**src/rtl/mac_chain_drain.sv**
```systemverilog
// Drain stage of the MAC chain: captures all accumulator lanes at once, then streams
// shifted / ReLU'd / saturated elements one lane per cycle over valid/ready.

module mac_chain_drain_lane #(
  parameter int acc_width = 32,
  parameter int out_width = 8
) (
  input  logic [acc_width-1:0] acc,
  input  logic [5:0]           shift_amt,
  input  logic                 relu_en,
  output logic [out_width-1:0] res,
  output logic                 sat
);
  localparam logic signed [acc_width-1:0] MAXV = acc_width'(2**(out_width-1)-1);
  localparam logic signed [acc_width-1:0] MINV = ~MAXV;

  logic signed [acc_width-1:0] sh;

  always_comb begin
    // Shifts at or past the lane width collapse to the sign.
    if (32'(shift_amt) >= acc_width) sh = {acc_width{acc[acc_width-1]}};
    else                             sh = $signed(acc) >>> shift_amt;
    if (relu_en && sh[acc_width-1]) sh = '0;
    sat = 1'b0;
    res = sh[out_width-1:0];
    if (sh > MAXV) begin
      res = MAXV[out_width-1:0];
      sat = 1'b1;
    end else if (sh < MINV) begin
      res = MINV[out_width-1:0];
      sat = 1'b1;
    end
  end
endmodule

module mac_chain_drain #(
  parameter int size      = 4,
  parameter int acc_width = 32,
  parameter int out_width = 8,
  parameter int idx_width = 2
) (
  input  logic                      clk,
  input  logic                      rst_n,
  input  logic                      capture,
  input  logic [size*acc_width-1:0] acc_in,
  input  logic [5:0]                shift_amt,
  input  logic                      relu_en,
  output logic                      busy,
  output logic                      out_valid,
  input  logic                      out_ready,
  output logic [out_width-1:0]      out_data,
  output logic [idx_width-1:0]      out_idx,
  output logic                      out_last,
  output logic                      sat_flag
);
  typedef enum logic {IDLE, DRAIN} state_t;
  state_t state;

  logic [size-1:0][out_width-1:0] res_c, res_q;
  logic [size-1:0]                sat_c, sat_q;
  logic [idx_width-1:0]           nxt_idx;

  // Lanes are post-processed on the way in, so the drain is just a mux.
  for (genvar i = 0; i < size; i++) begin : g_lane
    mac_chain_drain_lane #(.acc_width(acc_width), .out_width(out_width)) u_lane (
      .acc       (acc_in[i*acc_width +: acc_width]),
      .shift_amt (shift_amt),
      .relu_en   (relu_en),
      .res       (res_c[i]),
      .sat       (sat_c[i])
    );
  end

  assign nxt_idx = out_idx + idx_width'(1);
  assign busy    = (state == DRAIN);

  always_ff @(posedge clk) begin
    if (!rst_n) begin
      state     <= IDLE;
      out_valid <= 1'b0;
      out_data  <= '0;
      out_idx   <= '0;
      out_last  <= 1'b0;
      sat_flag  <= 1'b0;
      res_q     <= '0;
      sat_q     <= '0;
    end else begin
      case (state)
        IDLE: begin
          out_valid <= 1'b0;
          out_last  <= 1'b0;
          if (capture) begin
            state     <= DRAIN;
            res_q     <= res_c;
            sat_q     <= sat_c;
            out_valid <= 1'b1;
            out_data  <= res_c[0];
            out_idx   <= '0;
            out_last  <= (size == 1);
            sat_flag  <= sat_c[0];
          end
        end
        DRAIN: begin
          if (out_ready) begin
            if (out_last) begin
              state     <= IDLE;
              out_valid <= 1'b0;
              out_last  <= 1'b0;
            end else begin
              out_idx  <= nxt_idx;
              out_data <= res_q[nxt_idx];
              out_last <= (nxt_idx == idx_width'(size-1));
              sat_flag <= sat_flag | sat_q[nxt_idx];
            end
          end
        end
        default: state <= IDLE;
      endcase
    end
  end
endmodule

```
**config.mk**
```make
export PLATFORM = sky130hd
export DESIGN_NAME = mac_chain_drain
export DESIGN_NICKNAME = d
export VERILOG_FILES = /design/src/rtl/mac_chain_drain.sv
export SDC_FILE = /design/constraint.sdc
export NUM_CORES = 1
export LEC_CHECK = 0
export CAP_MARGIN = 10
export CORE_UTILIZATION = 47
export DETAILED_ROUTE_END_ITERATION = 8
export PLACE_DENSITY = 0.79
export SLEW_MARGIN = 20
export SYNTH_ARGS = -nofsm -noshare
export SYNTH_HDL_FRONTEND = slang
export SYNTH_SLANG_ARGS = --single-unit
```
**constraint.sdc**
```tcl
create_clock -name clk -period 3.9 [get_ports clk]
set_input_delay 0.78 -clock clk [delete_from_list [all_inputs] [get_ports clk]]
set_output_delay 0.78 -clock clk [all_outputs]
set_load 0.05 [all_outputs]
```
=== Word level (Yosys, flattened, before mapping) ===
Index checks and enable logic that the tools add are counted.

* Add/subtract/negate cells: 1
* $lt $le $gt $ge: 10
* Equal/unequal tests: 5
* Shift operators: 4
* Muxes and demuxes: 50
* Bitwise operators: 2
* Reduce and logical (&&, ||, !) cells: 7

{| class="wikitable"
|+ Operator list
! operator !! count
|-
| 32-bit 2-to-1 mux || 8
|-
| 32-bit by 8-bit greater-than comparator with 1-bit output (second input constant) || 4
|-
| 32-bit by 8-bit < comparator with 1-bit output (second input constant) || 4
|-
| 32-bit by 6-bit >>> shifter with 32-bit output || 4
|-
| 8-bit 2-to-1 mux || 12
|-
| 1-bit 2-to-1 mux || 19
|-
| 8-bit binary-select mux with 2-bit select || 1
|-
| 8-bit case mux with 2 select lines || 1
|-
| 2-bit != test (second input constant) || 4
|-
| 1-bit case mux with 2 select lines || 4
|-
| 6-bit >= comparator (second input constant) || 1
|-
| 2-bit 2-to-1 mux || 3
|-
| 1-bit logical AND || 4
|-
| 2-bit case mux with 2 select lines || 1
|-
| 2-bit AND reduction || 2
|-
| 2-bit by 3-bit < comparator with 1-bit output (second input constant) || 1
|-
| 3-bit AND reduction || 1
|-
| 2-bit by 1-bit adder with 2-bit output (second input constant) || 1
|-
| 1-bit binary-select mux with 2-bit select || 1
|-
| 2-bit == test (second input constant) || 1
|-
| 1-bit NOT || 1
|-
| 1-bit OR || 1
|}

* Register bits after elaboration: 50
* Bits of input ports: 139
* Output and inout bits: 14
* Word-level logic and storage cells: 90

=== Depth between registers and ports, before layout ===
* Depth after elaboration: 9
* Gate-level depth with buffers: 17
* Depth with buffers taken out: 9

=== Hierarchy ===
Synthesis repeated with hierarchy kept, for this count alone.

* Cells, all modules: 1,354
* Area, all modules: 12,167.9 µm²

{| class="wikitable"
|+ Modules (own cells, without submodules)
! module !! times used !! cells each !! area each (µm²) !! sequential area each (µm²)
|-
| mac_chain_drain_lane || 4 || 279 || 2,517.4 || 0.0
|-
| mac_chain_drain || 1 || 238 || 2,098.3 || 1,001.0
|}

=== Worst setup path after synthesis ===
Ideal clock, no wire load.

* Kind: in2reg
* Start: in shift_amt[1]
* End: reg res_q[30] (netlist name)
* Data arrival time: 3.519 ns
* Data required time: 3.784 ns
* Path slack: 0.265 ns
* Stages: 9
* Cell sequence: buf_6 buf_6 mux4_2 mux4_2 a221o_1 or4_4 a32o_2 o32a_1 and3_1

* Longest elaborated chain between the ends: 7

{| class="wikitable"
|+ Ends and longest elaborated chain
! element !! line !! source
|-
| start, declared || 46 || <nowiki>input logic [5:0] shift_amt,</nowiki>
|-
| 32-bit by 6-bit >>> shifter with 32-bit output / 6-bit >= comparator (equally long branches) || 22, 21 ||
|-
| 32-bit 2-to-1 mux (*) || 21 || <nowiki>if (32'(shift_amt) >= acc_width) sh = {acc_width{acc[acc_width-1]}};</nowiki>
|-
| 1-bit logical AND || 23 || <nowiki>if (relu_en && sh[acc_width-1]) sh = '0;</nowiki>
|-
| 32-bit 2-to-1 mux (*) || 23 ||
|-
| 32-bit by 8-bit < comparator with 1-bit output || 29 || <nowiki>end else if (sh < MINV) begin</nowiki>
|-
| 8-bit 2-to-1 mux || 29 ||
|-
| 8-bit 2-to-1 mux (*) || 26 || <nowiki>if (sh > MAXV) begin</nowiki>
|-
| end signal, assigned || 94 || <nowiki>res_q <= res_c;</nowiki>
|-
| end, declared || 59 || <nowiki>logic [size-1:0][out_width-1:0] res_c, res_q;</nowiki>
|}

Mark *: on every way between the ends. The rest lies on a longest branch, timed or not.
A chain may end at the register's enable or synchronous reset.

=== Worst setup path in the final report ===
* Start: in acc_in[14]
* End: reg sat_q[0]

* Longest elaborated chain between the ends: 7

{| class="wikitable"
|+ Ends and longest elaborated chain
! element !! line !! source
|-
| start, declared || 45 || <nowiki>input logic [size*acc_width-1:0] acc_in,</nowiki>
|-
| 32-bit by 6-bit >>> shifter with 32-bit output (*) || 22 || <nowiki>else sh = $signed(acc) >>> shift_amt;</nowiki>
|-
| 32-bit 2-to-1 mux (*) || 21 ||
|-
| 1-bit logical AND || 23 ||
|-
| 32-bit 2-to-1 mux (*) || 23 ||
|-
| 32-bit by 8-bit < comparator with 1-bit output || 29 ||
|-
| 1-bit 2-to-1 mux || 29 ||
|-
| 1-bit 2-to-1 mux (*) || 26 ||
|-
| end signal, assigned || 95 || <nowiki>sat_q <= sat_c;</nowiki>
|-
| end, declared || 60 || <nowiki>logic [size-1:0] sat_c, sat_q;</nowiki>
|}

Marked as above.

==> results.md <==
- Result of the run: finished clean
- Detailed Place HPWL: 44100 um
- Kind of cell with the highest combined delay on the critical path: compound AO/OA/AOI/OAI gates
- Worst-path cell chain: clkdlybuf4s50_1 > mux4_2 > a222oi_1 > nor2_1 > a211oi_1 > nand2_1 > nor4_1 > a31oi_1 > a21oi_1 > nor3_1
- DRC violations left: 0
- Area Growth Syn to Fin: 33.0%
- Critical path data arrival time: 4010 ps
- Routed Wire Length: 54800 um
- Cts-stage hold buffer count: 0
- Clock Root Buffer: sky130_fd_sc_hd__clkbuf_16
- Via count of the first global-routing pass: 13498
- Final Hold Fails: 0
- Worst rel slew slack: 41.3%
- Max-cap violation count: 0
- Count of boundary I/O pins: 153
- Fillers: 2121
- Vertical die dimension: 159 um
- Hold path startpoint: out_data[1]$_SDFFE_PN0P_
- Area share of fa/ha/maj cells after synthesis: 0.108%
- Flip-flop cell with the highest count after synthesis: sky130_fd_sc_hd__dfxtp_1
- Largest buffer count on any clock path: 2
- Maximum number of pins on one net before global-route repair: 45
- Routed wl met3: 6000 um
- Met1 Wirelength: 22300 um
- Overflow left after global routing: 0
- Clock Sink Count: 50
- Largest fanout on the critical path: 5
- Min Clock Period, post-route: 3830 ps
- Total vias in the final route: 14155
- Peak ir drop on the vdd network: 0.275 mV
- CP startpoint kind: input pin
- Count of state elements after synthesis: 50
- Cell Rows: 57
- Highest achievable clock rate: 0.261 GHz
- Crit end category: flop
- Total track usage: 42.2%
- HP Class: flop to flop
- Met2 WL post-DR: 24400 um
- Unrepaired setup endpoints after global routing: no
- Placeable Area: 24200 um2
- Fraction of final layout cells with drive strength greater than 1: 31.2%
- End point of the worst hold path: out_data[1]$_SDFFE_PN0P_
- Average size of a mapped cell: 8.46 um2
- First-pass iteration count of the detailed router: 5
- Global-route wire length before repair: 82900 um
- Number of cells on the worst reg-to-reg path: 10
- Worst-margin pin slew: 874 ps
- Final antenna diode count: 0
- Worst r2r dst: res_q[17]$_SDFFE_PN0P_
- Maximum level of the CTS H-tree: 2
- Final nets: 1816
- Cells on Worst Hold Path: 1
- Post-synthesis instance total: 1366
- Routability Congestion: 1.07
- # port buffers: 152
- Worst-skew pair later-pin latency: 300 ps
- Worst-path cell with the longest stage delay: sky130_fd_sc_hd__mux4_2
- Power Dens Cells: 210 nW/um2
- Dominant combinational cell family by area after synthesis: multiplexers
- DRT iter0 DRCs: 1937
- Sequential cell area fraction in the yosys report: 8.66%
- Complex-gate fraction of the synthesized area: 26.5%
- Critical R2R Launch: busy$_SDFF_PN0_
- Data required time at the worst endpoint: 4070 ps
- Worst path max stage delay: 560 ps
- Levels on crit path: 10
- Number of synthesized flops with an enable pin: 0
- Number of nets with antenna violations after routing: 0
- Reg2Reg Setup Slack: 1370 ps
- Post-synthesis cell type count: 84
- Xor and xnor fraction of the mapped netlist area: 0%
- Part of the cycle the worst path needs: 98.3%
- Initial core utilization: 47.6%
- Total die area: 25200 um2
- Slew Limit Fails: 0
- Syn Std Cell Area: 11600 um2
- Via count normalized by instance count: 7.07
- TritonCTS clock tree: yes
- Count of buffer and inverter cells on the critical path: 1
- Die outline width: 159 um
- Total of warnings raised by yosys: 0
- Total power draw: 3230 uW
- Top layer used by detailed routing: met4
- Antenna violations before repair: 0
- Final Skew: 13.0 ps
- Routed WL per cell: 27.4 um
- Share of synthesized area spent on multiplexers: 40.7%
- Worst setup path class: input pin to flop
- Clock slew seen by the registers of the worst setup and hold paths: 70 ps
- Core Util, Final: 63.3%
- Count of final setup violators: 0
- Synth async-reset ratio: 0%
- Simple-gate share of the synthesized area: 17.0%
- CTS Buf Count: 5
- Standby leakage power: 0.00609 uW
- Nets in the synthesized netlist: 1506
[report_power, final]
part,leakage (uW),switching (uW),total (uW),internal [uW]
Clock,0.0000875,195,518,323
Sequential,0.000414,43.3,602,559
Combinational,0.00559,1120,2110,988
[cell type report]
class / count / area [um2] / share of cell area, %
clock buffers: 6 / 139 / 0.904
clock inverters: 2 / 38.8 / 0.253
inverters: 17 / 63.8 / 0.415
multi-input cells: 1152 / 9770 / 63.6
flip-flops and latches: 50 / 1000 / 6.52
well taps: 324 / 405 / 2.64
repair buffers: 450 / 3940 / 25.7
[Yosys cell counts (all sizes together), types with 6 or more instances]
cell    instances  share of area [%]
mux2i         136                 12
nand2         126                4.1
mux4          115                 22
nor2          109                3.6
buf            80                4.3
a21oi          71                3.1
clkbuf         67                2.2
mux2           66                6.5
o21ai          62                2.7
dfxtp          50                8.7
a211oi         49                3.2
nand3          28                1.2
nor3           26                1.2
nor2b          23                1.2
o211ai         22                1.4
o22ai          22                1.2
a22oi          21                1.4
nand2b         19                1.0
a211o          17                1.3
inv            17               0.55
o221ai         15                1.2
nor4           14               0.87
a31oi          13               0.70
o31ai          13               0.84
and2           12               0.65
a221oi         11               0.83
a22o           11               0.83
or3            11               0.60
and3           10               0.54
a221o           9               0.78
a311oi          8               0.61
nand4           8               0.43
o21a            7               0.45
a32oi           6               0.45
o211a           6               0.52
o32a            6               0.52
[per-stage QoR]
stage / hold slack (ps) / cells / worst slack [ps] / area, um2 / setup TNS, ps
final: 478 / 2001 / 65.2 / 15400 / 0
after global routing: 500 / 2001 / 7.66 / 15400 / 0
after CTS: 477 / 2001 / 124 / 15300 / 0
after detailed placement: 466 / 1993 / -182 / 15200 / -1770
after global placement: 445 / 1993 / -118 / 15200 / -477
after floorplan: 431 / 1366 / 265 / 11600 / 0
[cells in the final DEF, fill, tap and decap left out, drive strengths merged, types with 23 or more instances in the layout]
cell	n
a21oi	71
mux2	66
nor2b	23
nor3	26
nor2	109
mux2i	136
clkdlybuf4s50	146
mux4	115
o21ai	62
dfxtp	50
nand3	28
nand2	126
a211oi	49
buf	304
[what timing repair did]
action	CTS	global route
gates resized for setup	0	5
endpoints found under the setup margin	0	15
buffers inserted	0	0
[worst max path at each step]
stage,end,slack [ps],start
final,sat_q[0]$_SDFFE_PN0P_,70,acc_in[14]
after global routing,sat_q[0]$_SDFFE_PN0P_,8,acc_in[10]
after CTS,res_q[27]$_SDFFE_PN0P_,120,acc_in[123]
after detailed placement,res_q[27]$_SDFFE_PN0P_,-180,acc_in[123]
after global placement,res_q[30]$_SDFFE_PN0P_,-120,acc_in[119]
after floorplan,res_q[30]$_SDFFE_PN0P_,270,shift_amt[1]
[flip-flops by register name (all words and copies together), names as in the netlist]
signal / flops
sat_flag: 1
res_q: 32
busy: 1
sat_q: 4
out_last: 1
out_data: 8
out_idx: 2
out_valid: 1
[metal layers]
| layer | vias to the layer above | track usage (%) |
|---|---|---|
| li1 | 6116 | - |
| met1 | 6827 | 59.1 |
| met2 | 1049 | 65.9 |
| met3 | 163 | 7.16 |
| met4 | 0 | 13.5 |
| met5 | - | 0 |
[kinds of logic (layout without fill, tap and decap cells)]
group	after synthesis	count (layout)
compound gates	425	425
fa+ha+maj	1	1
buf+inv	164	475
flops	50	50
mux	317	317
simple gates	409	409
(Power assumes the default switching activity.)
